===== src/rtl/sha3_pkg.sv =====
// rtl/sha3_pkg.sv - shared constants, FSM state type and pad-mask helper for sha3_pad
package sha3_pkg;

  localparam int         NLANES    = 25;
  localparam logic [7:0] DOM_SHA3  = 8'h06;
  localparam logic [7:0] DOM_SHAKE = 8'h1F;
  localparam logic [7:0] PAD_END   = 8'h80;

  typedef enum logic [1:0] {
    ABSORB,
    PAD,
    CAP
  } state_e;

  // Bits to OR into rate lane 'lane' when the domain byte sits at block byte 'pos'.
  function automatic logic [63:0] pad_mask(input logic [7:0] pos, input logic [4:0] lane,
                                           input int rate_lanes, input logic [7:0] dom);
    logic [63:0] m;
    m = '0;
    if (pos[7:3] == lane) m[{pos[2:0], 3'b000} +: 8] = dom;
    if (lane == 5'(rate_lanes - 1)) m[63:56] = m[63:56] | PAD_END;
    return m;
  endfunction

endpackage


===== src/rtl/sha3_pad.sv =====
// rtl/sha3_pad.sv - byte-to-lane packer and pad10*1 padder feeding perm_blk as 25-lane bursts
// Build option: SHA3_PAD_SHAKE_EN selects the SHAKE domain byte instead of the SHA-3 one.
module sha3_pad
  import sha3_pkg::*;
#(
  parameter int RATE_LANES = 17
) (
  input  logic        clk,
  input  logic        reset,
  input  logic        pushin,
  output logic        stopin,
  input  logic        lastin,
  input  logic        emptyin,
  input  logic [7:0]  din,
  output logic        pushout,
  input  logic        stopout,
  output logic        firstout,
  output logic [63:0] dout
);

`ifdef SHA3_PAD_SHAKE_EN
  localparam logic [7:0] DOM = DOM_SHAKE;
`else
  localparam logic [7:0] DOM = DOM_SHA3;
`endif
  localparam logic [7:0] BC_LAST      = 8'(8 * RATE_LANES - 1);
  localparam logic [4:0] LI_LAST_RATE = 5'(RATE_LANES - 1);
  localparam logic [4:0] LI_LAST      = 5'(NLANES - 1);

  state_e      state_q, state_d;
  logic [7:0]  bc_q, bc_d;
  logic [63:0] acc_q, acc_d;
  logic [4:0]  li_q, li_d;
  logic        pend_q, pend_d;
  logic        pushout_q, pushout_d;
  logic        firstout_q, firstout_d;
  logic [63:0] dout_q, dout_d;
  logic        load, out_free, take;
  logic [63:0] lane_val;

  always_ff @(posedge clk) begin
    if (reset) begin
      state_q    <= ABSORB;
      bc_q       <= '0;
      acc_q      <= '0;
      li_q       <= '0;
      pend_q     <= 1'b0;
      pushout_q  <= 1'b0;
      firstout_q <= 1'b0;
      dout_q     <= '0;
    end else begin
      state_q    <= state_d;
      bc_q       <= bc_d;
      acc_q      <= acc_d;
      li_q       <= li_d;
      pend_q     <= pend_d;
      pushout_q  <= pushout_d;
      firstout_q <= firstout_d;
      dout_q     <= dout_d;
    end
  end

  always_comb begin
    state_d    = state_q;
    bc_d       = bc_q;
    acc_d      = acc_q;
    li_d       = li_q;
    pend_d     = pend_q;
    pushout_d  = pushout_q;
    firstout_d = firstout_q;
    dout_d     = dout_q;
    load       = 1'b0;
    lane_val   = '0;
    out_free   = !pushout_q || !stopout;
    stopin     = reset || (state_q != ABSORB) || (pushout_q && stopout);
    take       = pushin && !stopin;

    case (state_q)
      ABSORB: begin
        if (take) begin
          if (lastin && emptyin) begin
            // bc already points at the first unused byte: the domain position
            state_d = PAD;
          end else begin
            acc_d[{bc_q[2:0], 3'b000} +: 8] = din;
            bc_d = bc_q + 8'd1;
            if (bc_q[2:0] == 3'd7) begin
              load     = 1'b1;
              lane_val = acc_d;
              acc_d    = '0;
            end
            if (bc_q == BC_LAST) begin
              // message ending exactly on the block boundary needs a whole pad block
              bc_d    = '0;
              state_d = CAP;
              pend_d  = lastin;
            end else if (lastin) begin
              state_d = PAD;
            end
          end
        end
      end
      PAD: begin
        if (out_free) begin
          load     = 1'b1;
          lane_val = acc_q | pad_mask(bc_q, li_q, RATE_LANES, DOM);
          acc_d    = '0;
          if (li_q == LI_LAST_RATE) begin
            bc_d    = '0;
            state_d = CAP;
          end
        end
      end
      CAP: begin
        if (out_free) begin
          load = 1'b1;
          if (li_q == LI_LAST) begin
            state_d = pend_q ? PAD : ABSORB;
            pend_d  = 1'b0;
            bc_d    = '0;
          end
        end
      end
      default: state_d = ABSORB;
    endcase

    if (load) begin
      pushout_d  = 1'b1;
      firstout_d = (li_q == '0);
      dout_d     = lane_val;
      li_d       = (li_q == LI_LAST) ? '0 : li_q + 5'd1;
    end else if (pushout_q && !stopout) begin
      pushout_d  = 1'b0;
      firstout_d = 1'b0;
    end
  end

  assign pushout  = pushout_q;
  assign firstout = firstout_q;
  assign dout     = dout_q;

endmodule


===== config.mk =====
export PLATFORM = sky130hd
export DESIGN_NAME = sha3_pad
export DESIGN_NICKNAME = d
export VERILOG_FILES = /design/src/rtl/sha3_pkg.sv /design/src/rtl/sha3_pad.sv
export SDC_FILE = /design/constraint.sdc
export NUM_CORES = 1
export LEC_CHECK = 0
export ABC_CLOCK_PERIOD_IN_PS = 7640
export BUFFER_PORTS_ARGS = -buffer_cell sky130_fd_sc_hd__buf_2
export CAP_MARGIN = 30
export CORE_MARGIN = 2
export CORE_UTILIZATION = 55
export DETAILED_ROUTE_END_ITERATION = 10
export PLACE_DENSITY = 0.76
export SKIP_CTS_REPAIR_TIMING = 1
export SKIP_LAST_GASP = 1
export SLEW_MARGIN = 15
export SYNTH_ARGS = -nofsm -noshare
export SYNTH_HDL_FRONTEND = slang
export SYNTH_SLANG_ARGS = --single-unit

===== constraint.sdc =====
create_clock -name clk -period 7.64 [get_ports clk]
set_clock_uncertainty 0.15 [all_clocks]
set_input_delay 2.292 -clock clk [delete_from_list [all_inputs] [get_ports clk]]
set_output_delay 2.292 -clock clk [all_outputs]
set_load 0.1 [all_outputs]

==> metrics.cfg, run 1 <==
[outcome]
outcome=complete, no violations

[place]
dpl_cell_area_um2=6640
gp_congestion=0.911
dpl.hpwl_um=11200
io_buffers=80

[logic_synthesis]
synth_area_leader_cell=dfxtp_1
ys_seq_elements=146
async_reset_ff_share_pct=0
avgSynthCellArea_um2=9.28
synth_edf_count=0
syn_area_um2=6210
ys_warn_count=0
syn_inst=669
synth_common_cells=146 x dfxtp_1, 116 x a22oi_1, 95 x nor2_1
synth_top_area_share_pct=47.1
synth_cell_type_count=56
ys_seq_area_share_pct=47.1
synth_fp_nets=694
yosysMostFrequentCell=dfxtp_1
yosys_most_used_dff=dfxtp_1
yosys-top-cells-area=dfxtp_1 47%, a22oi_1 14%, o2bb2ai_1 8.3%, nor2_1 5.7%, clkbuf_1 2.3%

[global_routing]
first_global_vias=5104
grt_pass1_wl_um=26300
grt_overflow=0
use_met1_pct=38.3
busiest_layer=met2
track_usage_pct=28.2
grt_max_degree=87
grt_use_met2_pct=43.4
grtUsageMet3_pct=7.00
antenna_found_initial=0

[worst_setup_path]
cp_max_fo=8
worst_ep_arrival_time_ns=3.15
slowest_delay_ns=0.43
startpoint_type=primary input
worstReg2RegStart=bc_q[0]
path_class=primary input to output port
worst_path_max_delay_cell=buf_2
path_cells=buf_2 -> nand2_1 -> nand3_1 -> buf_2
r2r_end=dout[49]
crit_required_ns=5.20
reg2reg_depth=8
cp-end-kind=output port
cp_common_cell=buf_2
rrSetupSlack_ns=3.94

[sta]
rsz0062_at_grt=false
max_slew_margin_pct=37.0
worst_slew_pin_slew_ns=0.945
fin_crit_ns=5.59
setup_violations=0
hold-worst-slack_ns=0.307
finalMaxSlewViolations=0
fmaxAchievable_ghz=0.179
tns_ns=0
timing.final.hold_violations=0
post-route-period-util_pct=73.2

[clocking]
clock-sinks=146
h-tree-depth=4
clkTransAtPathRegs_ns=0.06
numCtsBuffers=17
tritoncts=done
cts_root_buffer=clkbuf_16
clock_latency_ns=0.43
cts_buffer_depth=2

[die]
die_w_um=110
num_rows=38
boundaryPins=81
start_util_pct=56.8
coreArea_um2=10900
dieArea_um2=12200
fp.dieH_um=110

[power_and_ir_drop]
p_leak_nw=2.65
ir_worst_vdd_mv=0.192
power_density_nw_per_um2=309

[route]
vias=5641
routed_wl_um=16700
ant_nets=0
avgRoutedWirePerCell_um=19.0
initialDrtViolationCount=590
dr.pass1.iters=5
via_per_inst=6.42
route.detailed.drc=0

[final_layout]
nFillCells=915
diodes=0
regArea_um2=2920
fin_nets=751
multi_input_area_um2=3060
finalCoreUtilization_pct=66.4
drive_gt1_share_pct=17.7
syn2layout_area_growth_pct=16.9
final_cell_area_um2=7260

[worst_hold_path]
hp-class=register to register
min_path_cells=1
whs_endpoint=dout[30]
holdCritStartpoint=dout[30]

[run]
maxCapViolCount=0

-- cells in the final DEF, fill, tap and decap left out, drive strengths merged, types with 6 or more instances in the layout --
cell	Yosys	routed
a21oi	20	20
dfxtp	146	146
buf	10	86
nand2b	6	6
a22oi	116	116
nand2	22	22
nand3	10	10
a32oi	8	8
nor3	11	11
o2bb2ai	59	59
nand4	6	6
inv	13	14
clkbuf	38	22
nor2	95	95
ha	11	11
and2	9	9
o21ai	26	26
-- power breakdown --
part	total (mW)	switching [mW]	internal [mW]	leakage, nW
logic	0.580	0.447	0.133	1.18
clock network	0.840	0.311	0.528	0.294
registers	0.822	0.0334	0.789	1.18
-- routing by layer --
layer / up-vias / wire [µm]
li1: 2668 / -
met5: - / 0
met3: 31 / 1410
met4: 0 / 359
met1: 2711 / 7220
met2: 231 / 7670
-- how the worst max path moves through the flow --
stage	start	to	slack, ns	cells after the start
final	stopout	stopin	2.05	4
after global routing	stopout	stopin	1.99	4
after CTS	stopout	stopin	2.05	4
after detailed placement	stopout	stopin	2.05	4
after global placement	stopout	stopin	2.07	4
after floorplan	stopout	stopin	1.96	2
-- area by class of cell --
type / instances / area share (%)
Sequential cell: 146 / 40.3
Clock buffer: 22 / 6.40
Timing Repair Buffer: 86 / 6.31
Inverter: 13 / 0.673
Clock inverter: 10 / 1.81
Multi-Input combinational cell: 462 / 42.1
Tap cell: 140 / 2.41
-- logic make-up after synthesis --
family | Yosys count | synth area share (%)
flops | 146 | 47.1
compound gates | 261 | 31.8
buf+inv | 61 | 3.85
xor+xnor | 5 | 0.705
mux | 3 | 0.484
fa+ha+maj | 11 | 2.22
simple gates | 182 | 13.8
-- per-stage QoR --
stage,instances,setup slack (ns),power [mW]
floorplan,669,1.96,1.27
global placement,846,2.07,1.39
detailed placement,846,2.05,1.40
CTS,878,2.05,2.23
global route,879,1.99,2.33
finish,879,2.05,2.24
-- registers in the layout, indices dropped and copies added, names as in the netlist --
name,flops
acc_q,64
pushout,1
li_q,5
bc_q,8
pend_q,1
firstout,1
state_q,2
dout,64
-- worst max-delay path, delay by kind of cell --
family / cells / cell delay (ns)
buf+inv: 2 / 0.54
simple gates: 2 / 0.32
Power figures use the tool's default switching activity.
==> inputs of run 2 (changes only) <==
--- a/config.mk
+++ b/config.mk
@@ -5,7 +5,7 @@
 export SDC_FILE = /design/constraint.sdc
 export NUM_CORES = 1
 export LEC_CHECK = 0
-export ABC_CLOCK_PERIOD_IN_PS = 7640
+export ABC_CLOCK_PERIOD_IN_PS = 5500
 export BUFFER_PORTS_ARGS = -buffer_cell sky130_fd_sc_hd__buf_2
 export CAP_MARGIN = 30
 export CORE_MARGIN = 2
==> constraint.sdc (replaced) <==
create_clock -name clk -period 5.5 [get_ports clk]
set_clock_uncertainty 0.15 [all_clocks]
set_input_delay 1.65 -clock clk [delete_from_list [all_inputs] [get_ports clk]]
set_output_delay 1.65 -clock clk [all_outputs]
set_load 0.1 [all_outputs]
==> metrics.cfg, run 2 (synthesis results as in run 1) <==
[final_layout]
syn2layout_area_growth_pct=18.2
final_cell_area_um2=7340  ; +1.2%
fin_nets=753  ; +0.27%
layout_common_cells=146 x dfxtp_1, 116 x a22oi_1, 94 x nor2_1, 79 x buf_2, 59 x o2bb2ai_1
drive_gt1_share_pct=18.2  ; +0.49 points
fin_cells=881  ; +0.23%
diodes=0  ; unchanged
final_common_cell=dfxtp_1

[route]
ant_nets=0  ; unchanged
dr.pass1.iters=5  ; unchanged
via_per_inst=6.52  ; +1.6%
avgRoutedWirePerCell_um=19.4  ; +2.4%
route.detailed.drc=0  ; unchanged
initialDrtViolationCount=606  ; +2.7%
routed_wl_um=17100  ; +2.6%
vias=5744  ; +1.8%

[clocking]
cts_buffer_depth=2  ; unchanged
clkTransAtPathRegs_ns=0.06  ; about the same
clock-sinks=146  ; unchanged
h-tree-depth=4  ; unchanged
clock_latency_ns=0.43  ; about the same
numCtsBuffers=17  ; unchanged
cts_root_buffer=clkbuf_16
tritoncts=done

[sta]
max_slew_margin_pct=42.7  ; +5.7 points
tns_ns=0  ; unchanged
timing.final.hold_violations=0  ; unchanged
worst_slew_pin_slew_ns=0.858  ; -0.0865 ns
post-route-period-util_pct=80.2
fmaxAchievable_ghz=0.227
hold-worst-slack_ns=0.305  ; -0.00171 ns
fin_crit_ns=4.41
rsz0062_at_grt=false
setup_violations=0  ; unchanged
finalMaxSlewViolations=0  ; unchanged

[power_and_ir_drop]
p_leak_nw=2.68  ; +1.0%
internal_power_mw=2.11  ; +45%
p_sw_mw=1.13  ; +43%
ir_worst_vdd_mv=0.294  ; +54%
seqPwrFrac_pct=35.2  ; -1.5 points
finalPower_mw=3.24  ; +45%
clkPwrFrac_pct=39.2  ; +1.7 points
p_sw_share_pct=35.0  ; -0.33 points
combPwrFrac_pct=25.6  ; -0.3 points
power_density_nw_per_um2=441  ; +43%

[place]
gp_congestion=0.956  ; +5.0%
io_buffers=80  ; unchanged
dpl.hpwl_um=11200  ; +0.61%
place_inst=848  ; +0.24%
dpl_cell_area_um2=6670  ; +0.45%

[worst_setup_path]
crit_family=buffers and inverters
worst_ep_arrival_time_ns=2.61  ; -0.54 ns
cp-end-kind=output port
slowest_delay_ns=0.33  ; -0.10 ns
path_cells=buf_2 -> inv_1 -> nand3_1 -> buf_12
startpoint_type=primary input
crit_required_ns=3.70  ; -1.50 ns
cp_num_buf_inv=3  ; +1
path_class=primary input to output port
cp_max_fo=21  ; +13
worst_path_max_delay_cell=buf_2

[die]
die_w_um=110  ; unchanged
fp.dieH_um=110  ; unchanged
start_util_pct=56.8  ; unchanged
coreArea_um2=10900  ; unchanged
dieArea_um2=12200  ; unchanged
boundaryPins=81  ; unchanged
num_rows=38  ; unchanged

[global_routing]
grt_pass1_wl_um=26800  ; +1.8%
first_global_vias=5244  ; +2.7%
grt_max_degree=60  ; -31%
track_usage_pct=28.7  ; +0.54 points
grt_overflow=0  ; unchanged
antenna_found_initial=0  ; unchanged

[worst_hold_path]
hp-class=register to register

[outcome]
outcome=complete, no violations

[run]
maxCapViolCount=0  ; unchanged

run 2: metrics by stage:
stage          util [%]  setup slack [ns]
2_1_floorplan         -              1.11
3_3_place_gp       61.0              1.12
3_5_place_dp       61.0              1.12
4_1_cts            66.9              1.12
5_1_grt            67.1              1.02
6_report           67.1              1.09
run 2: worst register-to-register path, delay by kind of cell, from the launching register on:
family                   cells  cell delay (ns)
buffers and inverters        1             0.17
AND/OR/NAND/NOR              3             1.00
adder cells (fa/ha/maj)      2             0.53
AO/OA/AOI/OAI                2             0.80
flip-flops                   1             0.88
run 2: final cells by class:
| class | count | area, µm² |
|---|---|---|
| Multi-Input combinational cell | 462 | 3060 |
| Fill cell | 921 | 3590 |
| Clock inverter | 13 | 208 |
| Clock buffer | 19 | 443 |
| Tap cell | 140 | 175 |
| Inverter | 13 | 48.8 |
| Sequential cell | 146 | 2920 |
| Timing Repair Buffer | 88 | 488 |
run 2: path summary, 6_finish.rpt:
| path | from | to | slack [ns] | cells after the start |
|---|---|---|---|---|
| max reg2reg | bc_q[0] | dout[58] | 1.81 | 8 |
| min reg2reg | dout[60] | dout[60] | 0.31 | 1 |
| max | reset | stopin | 1.09 | 4 |
| min | dout[60] | dout[60] | 0.31 | 1 |
run 2: layer usage:
layer	part of all wire, %	global-route usage, %	vias up	routed length (µm)
met5	0	0	-	0
met4	2.4	11.7	0	408
met3	7.6	7.82	42	1310
met2	46	43.6	249	7830
met1	44	38.7	2773	7550
li1	-	-	2680	-
run 2: power groups by stage:
stage | combinational (mW) | clock (mW) | sequential [mW]
floorplan | 0.485 | 0 | 1.27
global placement | 0.773 | 0 | 1.16
detailed placement | 0.798 | 0 | 1.16
CTS | 0.805 | 1.27 | 1.14
global route | 0.882 | 1.32 | 1.15
finish | 0.828 | 1.27 | 1.14
==> inputs of run 3 (changes only) <==
--- a/config.mk
+++ b/config.mk
@@ -5,7 +5,7 @@
 export SDC_FILE = /design/constraint.sdc
 export NUM_CORES = 1
 export LEC_CHECK = 0
-export ABC_CLOCK_PERIOD_IN_PS = 5500
+export ABC_CLOCK_PERIOD_IN_PS = 4400
 export BUFFER_PORTS_ARGS = -buffer_cell sky130_fd_sc_hd__buf_2
 export CAP_MARGIN = 30
 export CORE_MARGIN = 2
==> constraint.sdc (replaced) <==
create_clock -name clk -period 4.4 [get_ports clk]
set_clock_uncertainty 0.15 [all_clocks]
set_input_delay 1.32 -clock clk [delete_from_list [all_inputs] [get_ports clk]]
set_output_delay 1.32 -clock clk [all_outputs]
set_load 0.1 [all_outputs]
==> metrics.cfg, run 3 (synthesis results as in run 1) <==
[outcome]
outcome=complete, no violations

[final_layout]
fin_nets=753  ; unchanged
diodes=0  ; unchanged
finalCoreUtilization_pct=67.0  ; -0.10 points
drive_gt1_share_pct=18.2  ; +0.025 points
layout_common_cells=146 x dfxtp_1, 116 x a22oi_1, 94 x nor2_1, 79 x buf_2, 59 x o2bb2ai_1
final_common_cell=dfxtp_1
syn2layout_area_growth_pct=18.1

[sta]
hold-worst-slack_ns=0.307  ; +0.00136 ns
fin_crit_ns=3.51
finalMaxSlewViolations=0  ; unchanged
setup_violations=0  ; unchanged
post-route-period-util_pct=79.9
fmaxAchievable_ghz=0.285
setup_slack_ns=0.886  ; -0.205 ns
max_slew_margin_pct=51.5  ; +8.8 points
rsz0062_at_grt=false
timing.final.hold_violations=0  ; unchanged
worst_slew_pin_slew_ns=0.720  ; -0.138 ns
tns_ns=0  ; unchanged

[die]
start_util_pct=56.8  ; unchanged
die_w_um=110  ; unchanged
coreArea_um2=10900  ; unchanged
fp.dieH_um=110  ; unchanged
boundaryPins=81  ; unchanged
dieArea_um2=12200  ; unchanged
num_rows=38  ; unchanged

[worst_setup_path]
path_class=primary input to output port
path_cells=buf_2 -> inv_1 -> nand3_1 -> buf_12
cp-end-kind=output port
worstReg2RegStart=bc_q[0]
crit_required_ns=2.93  ; -0.77 ns
reg2reg_depth=10  ; +2
r2r_end=dout[55]
cp_max_fo=6  ; -71%
slowest_delay_ns=0.22  ; -0.11 ns
rrSetupSlack_ns=1.30  ; -0.51 ns
startpoint_type=primary input
worst_ep_arrival_time_ns=2.04  ; -0.57 ns
worst_path_max_delay_cell=buf_12

[global_routing]
grt_overflow=0  ; unchanged
grt_pass1_wl_um=26800  ; +0.23%
antenna_found_initial=0  ; unchanged
track_usage_pct=28.8  ; +0.10 points
grt_max_degree=60  ; unchanged
first_global_vias=5209  ; -0.67%

[clocking]
cts_root_buffer=clkbuf_16
h-tree-depth=4  ; unchanged
numCtsBuffers=17  ; unchanged
tritoncts=done
clock_latency_ns=0.42  ; about the same
clock-sinks=146  ; unchanged
clkTransAtPathRegs_ns=0.06  ; about the same
cts_buffer_depth=2  ; unchanged

[place]
gp_congestion=0.894  ; -6.5%
io_buffers=80  ; unchanged
pre_cts_ws_ns=0.771  ; -0.347 ns
dpl.hpwl_um=11400  ; +1.8%

[worst_hold_path]
whs_endpoint=dout[0]
hp-class=register to register
min_path_cells=1  ; unchanged
holdCritStartpoint=dout[0]

[route]
ant_nets=0  ; unchanged
initialDrtViolationCount=747  ; +23%
vias=5760  ; +0.28%
avgRoutedWirePerCell_um=19.3  ; -0.30%
via_per_inst=6.55  ; +0.39%
dr.pass1.iters=6  ; +1
route.detailed.drc=0  ; unchanged
routed_wl_um=17000  ; -0.42%

[power_and_ir_drop]
p_leak_nw=2.68  ; about the same
finalPower_mw=3.99  ; +23%
power_density_nw_per_um2=545  ; +23%
ir_worst_vdd_mv=0.344  ; +17%

[run]
maxCapViolCount=0  ; unchanged

==> run 3: cell types whose count changed in the layout (fill, tap and decap cells not counted) <==
cell,before,now
bufinv_16,5,4
clkinvlp_4,4,3
buf_16,0,1
clkbuf_1,1,0
inv_6,1,2
buf_12,2,1
clkbuf_8,1,2
==> run 3: report_power, final <==
group | internal, mW | total, mW | leakage [nW] | switching [mW]
sequential | 1.37 | 1.40 | 1.18 | 0.0359
clock | 0.977 | 1.53 | 0.302 | 0.558
combinational | 0.246 | 1.05 | 1.20 | 0.806
total | 2.59 | 3.99 | 2.68 | 1.40
==> run 3: area by class of cell <==
cell class | instances | area, µm²
clock buffers | 19 | 453
flip-flops and latches | 146 | 2920
inverters | 13 | 48.8
fillers | 877 | 3610
well taps | 140 | 175
clock inverters | 12 | 179
multi-input cells | 462 | 3060
repair buffers | 88 | 495
==> run 3: worst max path at each step <==
stage	from	slack, ns	to	depth (start not counted)
2_1_floorplan	stopout	0.67	stopin	2
5_1_grt	stopout	0.84	stopin	4
4_1_cts	stopout	0.89	stopin	4
3_3_place_gp	stopout	0.91	dout[61]	8
3_5_place_dp	stopout	0.77	dout[39]	8
6_report	reset	0.89	stopin	4
==> run 3: per-stage QoR <==
step | instances | instance area [µm²]
after floorplan | 669 | 6210
after global placement | 848 | 6670
after detailed placement | 848 | 6670
after CTS | 879 | 7300
after global routing | 880 | 7330
final | 880 | 7330
==> run 3: per-layer routing <==
metal  vias to the layer above  track usage (%)  wire (µm)
met1                      2753             39.8       7410
li1                       2682                -          -
met4                         0             13.9        572
met5                         -                0          0
met3                        51             5.94       1430
met2                       274             43.0       7610
==> run 3: worst max-delay path: cells and delay by family <==
family,cells,cell delay (ns)
buffers and inverters,3,0.55
AND/OR/NAND/NOR,1,0.17
